===== src/rtl/nim_trig_sched.sv =====
// nim_trig_sched: NIM trigger scheduler.
//
// Conditions N_CH channel triggers into rising edges, combines the masked edges
// either as an OR or as a coincidence (AND) inside a programmable window, then
// issues one registered output pulse followed by an optional dead time.
//
// Ports:
//   clk          single clock for all logic
//   reset        asynchronous, active-low reset
//   enable       global arm; 0 blocks new triggers and aborts an open window
//   ch_mask      channel participates when its bit is 1
//   mode         0 = OR of masked channels, 1 = coincidence of masked channels
//   window       coincidence window in clk cycles after the first edge
//   width        output pulse width in clk cycles (0 behaves as 1)
//   deadtime     hold-off cycles after the pulse
//   veto         synchronous veto; blocks new triggers and aborts an open window
//   count_clr    synchronous clear of trig_count
//   trig_in      conditioned channel triggers
//   trig_out     scheduled trigger pulse (registered)
//   busy         high whenever the scheduler is not idle
//   trig_pattern masked channel pattern of the last accepted trigger
//   trig_count   number of accepted triggers, wraps modulo 2^CNT_W
module nim_trig_sched #(
    parameter int unsigned N_CH  = 4,
    parameter int unsigned CNT_W = 32
) (
    input  logic             clk,
    input  logic             reset,
    input  logic             enable,
    input  logic [N_CH-1:0]  ch_mask,
    input  logic             mode,
    input  logic [7:0]       window,
    input  logic [7:0]       width,
    input  logic [15:0]      deadtime,
    input  logic             veto,
    input  logic             count_clr,
    input  logic [N_CH-1:0]  trig_in,
    output logic             trig_out,
    output logic             busy,
    output logic [N_CH-1:0]  trig_pattern,
    output logic [CNT_W-1:0] trig_count
);

    localparam logic [1:0] StIdle   = 2'd0;
    localparam logic [1:0] StWindow = 2'd1;
    localparam logic [1:0] StFire   = 2'd2;
    localparam logic [1:0] StDead   = 2'd3;

    logic [1:0]      state_q, state_d;
    logic [N_CH-1:0] s_q, s_dly_q;
    logic [N_CH-1:0] seen_low_q;
    logic [N_CH-1:0] pat_q, pat_d;
    logic [7:0]      wcnt_q, wcnt_d;
    logic [7:0]      fcnt_q, fcnt_d;
    logic [15:0]     dcnt_q, dcnt_d;
    logic [7:0]      width_q, width_d;
    logic [15:0]     dead_q, dead_d;
    logic [N_CH-1:0] rise;
    logic [N_CH-1:0] new_pat;
    logic            fire_entry;

    // A channel only counts as rising once it has been seen low since reset, so
    // an input held high through reset release cannot fake an edge.
    assign rise    = s_q & ~s_dly_q & ch_mask & seen_low_q;
    assign new_pat = pat_q | rise;
    assign busy    = (state_q != StIdle);

    always_comb begin
        state_d    = state_q;
        pat_d      = pat_q;
        wcnt_d     = wcnt_q;
        fcnt_d     = fcnt_q;
        dcnt_d     = dcnt_q;
        width_d    = width_q;
        dead_d     = dead_q;
        fire_entry = 1'b0;
        case (state_q)
            StIdle: begin
                pat_d = '0;
                if (enable && !veto && (|rise)) begin
                    width_d = width;
                    dead_d  = deadtime;
                    if (!mode || (rise == ch_mask)) begin
                        state_d    = StFire;
                        fire_entry = 1'b1;
                        fcnt_d     = (width == 8'd0) ? 8'd0 : width - 8'd1;
                        pat_d      = rise;
                    end else if (window != 8'd0) begin
                        state_d = StWindow;
                        wcnt_d  = window;
                        pat_d   = rise;
                    end
                end
            end
            StWindow: begin
                if (veto || !enable) begin
                    state_d = StIdle;
                    pat_d   = '0;
                end else if (new_pat == ch_mask) begin
                    state_d    = StFire;
                    fire_entry = 1'b1;
                    fcnt_d     = (width_q == 8'd0) ? 8'd0 : width_q - 8'd1;
                    pat_d      = new_pat;
                end else begin
                    pat_d  = new_pat;
                    wcnt_d = wcnt_q - 8'd1;
                    if (wcnt_q == 8'd1) begin
                        state_d = StIdle;
                        pat_d   = '0;
                    end
                end
            end
            StFire: begin
                if (fcnt_q == 8'd0) begin
                    pat_d = '0;
                    if (dead_q == 16'd0) begin
                        state_d = StIdle;
                    end else begin
                        state_d = StDead;
                        dcnt_d  = dead_q - 16'd1;
                    end
                end else begin
                    fcnt_d = fcnt_q - 8'd1;
                end
            end
            StDead: begin
                if (dcnt_q == 16'd0) begin
                    state_d = StIdle;
                end else begin
                    dcnt_d = dcnt_q - 16'd1;
                end
            end
            default: begin
                state_d = StIdle;
                pat_d   = '0;
            end
        endcase
    end

    always_ff @(posedge clk or negedge reset) begin
        if (!reset) begin
            state_q      <= StIdle;
            s_q          <= '0;
            s_dly_q      <= '0;
            seen_low_q   <= '0;
            pat_q        <= '0;
            wcnt_q       <= '0;
            fcnt_q       <= '0;
            dcnt_q       <= '0;
            width_q      <= '0;
            dead_q       <= '0;
            trig_out     <= 1'b0;
            trig_pattern <= '0;
            trig_count   <= '0;
        end else begin
            state_q    <= state_d;
            s_q        <= trig_in;
            s_dly_q    <= s_q;
            seen_low_q <= seen_low_q | ~trig_in;
            pat_q      <= pat_d;
            wcnt_q     <= wcnt_d;
            fcnt_q     <= fcnt_d;
            dcnt_q     <= dcnt_d;
            width_q    <= width_d;
            dead_q     <= dead_d;
            // Pulse follows the FIRE state one cycle later, so its length equals
            // the number of cycles spent in FIRE.
            trig_out   <= (state_q == StFire);
            if (fire_entry) begin
                trig_pattern <= new_pat;
                // A clear coinciding with an accepted trigger still counts it.
                trig_count   <= count_clr ? CNT_W'(1) : trig_count + CNT_W'(1);
            end else if (count_clr) begin
                trig_count <= '0;
            end
        end
    end

endmodule


===== config.mk =====
export PLATFORM = sky130hd
export DESIGN_NAME = nim_trig_sched
export DESIGN_NICKNAME = d
export VERILOG_FILES = /design/src/rtl/nim_trig_sched.sv
export SDC_FILE = /design/constraint.sdc
export NUM_CORES = 1
export LEC_CHECK = 0
export ABC_AREA = 1
export BUFFER_PORTS_ARGS = -buffer_cell sky130_fd_sc_hd__buf_2
export CORE_MARGIN = 2
export CORE_UTILIZATION = 50
export DETAILED_ROUTE_END_ITERATION = 16
export PLACE_DENSITY = 0.84
export SYNTH_ARGS = -nofsm -noshare
export SYNTH_HDL_FRONTEND = slang
export SYNTH_SLANG_ARGS = --single-unit

===== constraint.sdc =====
create_clock -name clk -period 1.8 [get_ports clk]
set_input_delay 0.27 -clock clk [delete_from_list [all_inputs] [get_ports clk]]
set_output_delay 0.27 -clock clk [all_outputs]
set_load 0.01 [all_outputs]

# Yosys cells after proc, flatten, opt, wreduce, memory -nomap -nowiden
# Index checks and enable logic that the tools add are counted.
# W data, S select, Z words.
# classes
add_sub_neg,7
eq_ne,20
n_mux,44
bitwise,7
n_reduce_logical,26
# op_table
operator,count
$mux W32,3
$mux W8,12
$mux W16,3
$add A32 B1 Y32 const B,1
$logic_not A16 Y1,2
$pmux W16 S2,1
$sub A16 B1 Y16 const B,2
$sub A8 B1 Y8 const B,4
$mux W4,7
$logic_not A8 Y1,3
$ne A2 B2 Y1 const B,12
$pmux W8 S3,1
$mux W2,9
$pmux W8 S2,1
$and A4 B4 Y4,3
$pmux W4 S3,1
$reduce_and A6 Y1,2
$eq A4 B4 Y1,2
$eq A8 B1 Y1 const B,1
$not A4 Y4,2
$or A4 B4 Y4,2
$pmux W2 S4,1
$reduce_bool A2 Y1,4
$reduce_bool A8 Y1,1
other kinds (15),24
# totals
reg_bits,111
input_bits,46
output_inout_bits,38
word_cells,117

# Depth between registers and ports, before layout
# depth
depth_word,10
ltp_mapped,13
ltp_nobuf,13

# Worst setup path before layout
# OpenSTA, ideal clock, no wires.
# synth_path
path_type,register to register
from,register state_q[0]
to,register dcnt_q[12]
setup_time_ns,0.120
t_arrival_ns,1.823
required_time_ns,1.680
slack_ns,-0.143
path_stages_with_launch,14
path_buffers,1
period_less_slack_ns,1.943
cell_sequence,dfrtp_1 > ha_1 > inv_1 > buf_4 > nand2_1 > o21ai_1 > ha_1 > nand2_1 > nor2_1 > nand4_1 > nand2_1 > inv_1 > o21ai_1 > nand2_1
# synth_via
elab_chain_len,3
word_cells_on_any_way,8
cone_classes,eq/ne: 5; mux: 1; reduce/logical: 2
# synth_lines
element,line,source
from (decl),49,"logic [1:0] state_q, state_d;"
from (signal assigned),142,state_q <= StIdle;
from (signal assigned),156,state_q <= state_d;
$eq A2 B2 Y1,77,case (state_q)
$ne A2 B2 Y1 (no source line) or $reduce_bool A2 Y1 (tied branches),n/a,
$reduce_and A4 Y1 (no source line),n/a,
to (signal assigned),163,dcnt_q <= dcnt_d;
to (decl),55,"logic [15:0] dcnt_q, dcnt_d;"
# Parallel ways exist; a longest one is shown, timed or not.
# A chain may end at the register's enable or synchronous reset.

# Final worst setup path
# layout_path
from,register state_q[0]
to,register dcnt_q[14]
# Same word-level chain as after synthesis.

==> impl_metrics.csv <==
group,metric,value,unit
run_status,status,"finished with violations",
run_status,violations,"negative setup slack",
power_and_ir_drop,p_seq_frac,0.317,
critical_path,cp_num_buf_inv,1,
grt,grt_pass1_vias,6880,
cts,clock_sinks,111,
placement,io_buffers,83,
synth,yosysUniqueCellTypes,38,
drt,dr.first_iter.drc_count,423,
cts,root_buffer,"clkbuf_16",
synth,yosysSeqAreaShare,0.380,
placement,dp.cells,1364,
cts,h-tree-depth,3,
critical_path,cp_slowest_cell,"dfrtp_1",
power_and_ir_drop,clkPwrFrac,0.164,
placement,gp_congestion,0.933,
final_layout,layout-drive-gt1-share,0.207,
grt,grt_pass1_wl,30900,um
final_layout,nNetsFinal,1258,
placement,hpwlAfterDp,13700,um
floorplanning,start_util,0.507,
synth,ys_ff_latch,111,
critical_path,critPathLaunchType,"flip-flop",
grt,antenna_found_initial,0,
hold_path,hold_path.class,"input port to flip-flop",
grt,overflow,0,
drt,drc,0,
cts,cts_tree,"done",
final_layout,final_cell_mix,"nand2_1, nor2_1, dfrtp_1",
floorplanning,ioPinCount,84,
timing,tightest_slew,0.608,ns
critical_path,critPathMaxStageDelay,0.41,ns
power_and_ir_drop,pwr-share-comb,0.519,
critical_path,worstSetupEndpointType,"flip-flop",
synth,yosysWarnings,0,
critical_path,required,2.06,ns
floorplanning,coreArea,14400,um^2
floorplanning,row_count,44,
synth,synth_fp_nets,1131,
cts,clockBufferDepth,2,
synth,mappedNetlistArea,7310,um^2
critical_path,r2r_setup_slack,-0.05,ns
timing,fin_ws,-0.0535,ns
timing,slew_viol_final,0,
grt,grt_usage,0.236,
drt,num_vias,7355,
timing,relSlewSlack,0.595,
power_and_ir_drop,p_sw,5.22,mW
drt,drt_wl_total,18900,um
drt,detail-route-antenna-nets,0,
job,drv_cap,0,
floorplanning,die_w,125,um
timing,whs,0.0249,ns
final_layout,utilization,0.614,
timing,fmax,540,MHz
power_and_ir_drop,power.leakage,4.43,nW
power_and_ir_drop,intPower,6.66,mW
timing,skew,0.0101,ns
drt,routedWlPerCell,13.6,um
floorplanning,die_h,125,um
timing,setup_viol,2,
synth,synth_top_area_cell,"dfrtp_1",
final_layout,area_delta_synth_final,21.0,%
timing,rsz0062_at_grt,"yes",
final_layout,final_common_cell,"nand2_1",
timing,hold_viol_final,0,
critical_path,cp_cell_sequence,"ha_4, buf_4, o21ai_1, nor2_1, nand2_1, nor2_1, nand2_1, xnor2_1, nand2_1, nand2_1",
synth,synthCells,1073,
final_layout,n_antenna_cell,0,
critical_path,critPathTopFamily,"simple AND/OR/NAND/NOR gates",
synth,synth_top_area_share,0.380,
power_and_ir_drop,switching_share,0.439,
synth,synth.area.top_cells,"dfrtp_1, nand2_1, nor2_1, inv_1, o21ai_0",
floorplanning,dieArea,15600,um^2
power_and_ir_drop,peakVddDrop,0.000810,V
grt,grt_max_degree,112,
timing,period_minus_slack,1.85,ns
cts,clkTransAtPathRegs,0.07,ns
drt,viasPerCell,5.30,
critical_path,cp_common_cell,"nand2_1",
final_layout,layout.cells.non_filler,1389,
cts,cts_inserted_buffers,9,
cts,worstSkewPairLatency,0.37,ns
critical_path,critPathKind,"flip-flop to flip-flop",
critical_path,arrival,2.11,ns
power_and_ir_drop,powerDensity,1340,nW/um^2
synth,syn_area_per_cell,6.81,um^2
drt,dr.pass1.iters,5,
timing,period_share,1.03,
timing,tns,-0.0611,ns
critical_path,cp_max_fo,13,
-- power by group through the flow --
| stage | Sequential [mW] | Combinational, mW | Clock, mW |
|---|---|---|---|
| 3_3_place_gp | 3.75 | 5.31 | 0 |
| 5_1_grt | 3.85 | 6.91 | 2.08 |
| 6_report | 3.77 | 6.16 | 1.95 |
| 2_1_floorplan | 3.68 | 3.71 | 0 |
| 4_1_cts | 3.73 | 5.50 | 1.99 |
| 3_5_place_dp | 3.76 | 5.45 | 0 |
-- cell type report --
cell class / count / area, um^2
fillers: 1265 / 5570
multi-input cells: 815 / 4150
flip-flops and latches: 111 / 2780
repair buffers: 147 / 970
inverters: 116 / 443
clock buffers: 11 / 243
well taps: 184 / 230
clock inverters: 5 / 40.0
-- sequential cells by signal (all words and copies together) (netlist names), 8 cells and up --
name	flops
trig_count	32
dcnt_q	16
dead_q	16
fcnt_q	8
wcnt_q	8
width_q	8
-- cell families (layout without fill, tap and decap cells) --
family	count (synthesis)	count (layout)	share of synthesized area
buffers and inverters	147	279	0.0842
AOI/OAI and AO/OA	105	105	0.0794
adders and majority gates	12	12	0.0205
xor gates and xnor gates	44	44	0.0527
DFF	111	111	0.380
and+or+nand+nor	654	654	0.383
-- worst paths after layout --
path | startpoint | to | depth (start not counted)
min | trig_in[0] | s_q[0] | 1
min in group asynchronous | reset | trig_count[16] | 3
max reg2reg | state_q[0] | dcnt_q[14] | 10
max in group asynchronous | reset | s_dly_q[2] | 3
min reg2reg | s_q[2] | s_dly_q[2] | 0
max | state_q[0] | dcnt_q[14] | 10
-- through the flow --
stage | power [mW] | area, um^2 | setup slack [ns]
2_1_floorplan | 7.39 | 7340 | 0.00284
3_3_place_gp | 9.05 | 8260 | -0.0197
3_5_place_dp | 9.21 | 8260 | -0.0235
4_1_cts | 11.2 | 8560 | -0.00714
5_1_grt | 12.8 | 8850 | -0.140
6_report | 11.9 | 8850 | -0.0535
-- Yosys cell counts (all sizes together) --
| master | n |
|---|---|
| nand2 | 369 |
| nor2 | 150 |
| inv | 115 |
| dfrtp | 111 |
| o21ai | 82 |
| nand3 | 65 |
| nand4 | 49 |
| xor2 | 29 |
| buf | 24 |
| nor3 | 15 |
| xnor2 | 15 |
| ha | 12 |
| a21oi | 10 |
| clkbuf | 7 |
| o21bai | 4 |
| a21boi | 2 |
| a21o | 2 |
| nand3b | 2 |
| nor3b | 2 |
| o21a | 2 |
| o22ai | 2 |
| and2 | 1 |
| clkinv | 1 |
| o211ai | 1 |
| or2 | 1 |
-- repair_timing --
item                                    CTS  global route
pin swaps                                 1            27
endpoints found under the setup margin    7            72
resized for setup                         5            69
buffers inserted                          0             8
hold endpoints to repair                  1             0
hold buffers                              1             0
-- metal layers --
layer / part of all wire / vias to the layer above / track usage
met5: 0 / - / 0
li1: - / 3660 / -
met1: 0.44 / 3429 / 0.307
met2: 0.49 / 223 / 0.393
met3: 0.049 / 43 / 0.0471
met4: 0.021 / 0 / 0.0863
(Power assumes the default switching activity.)
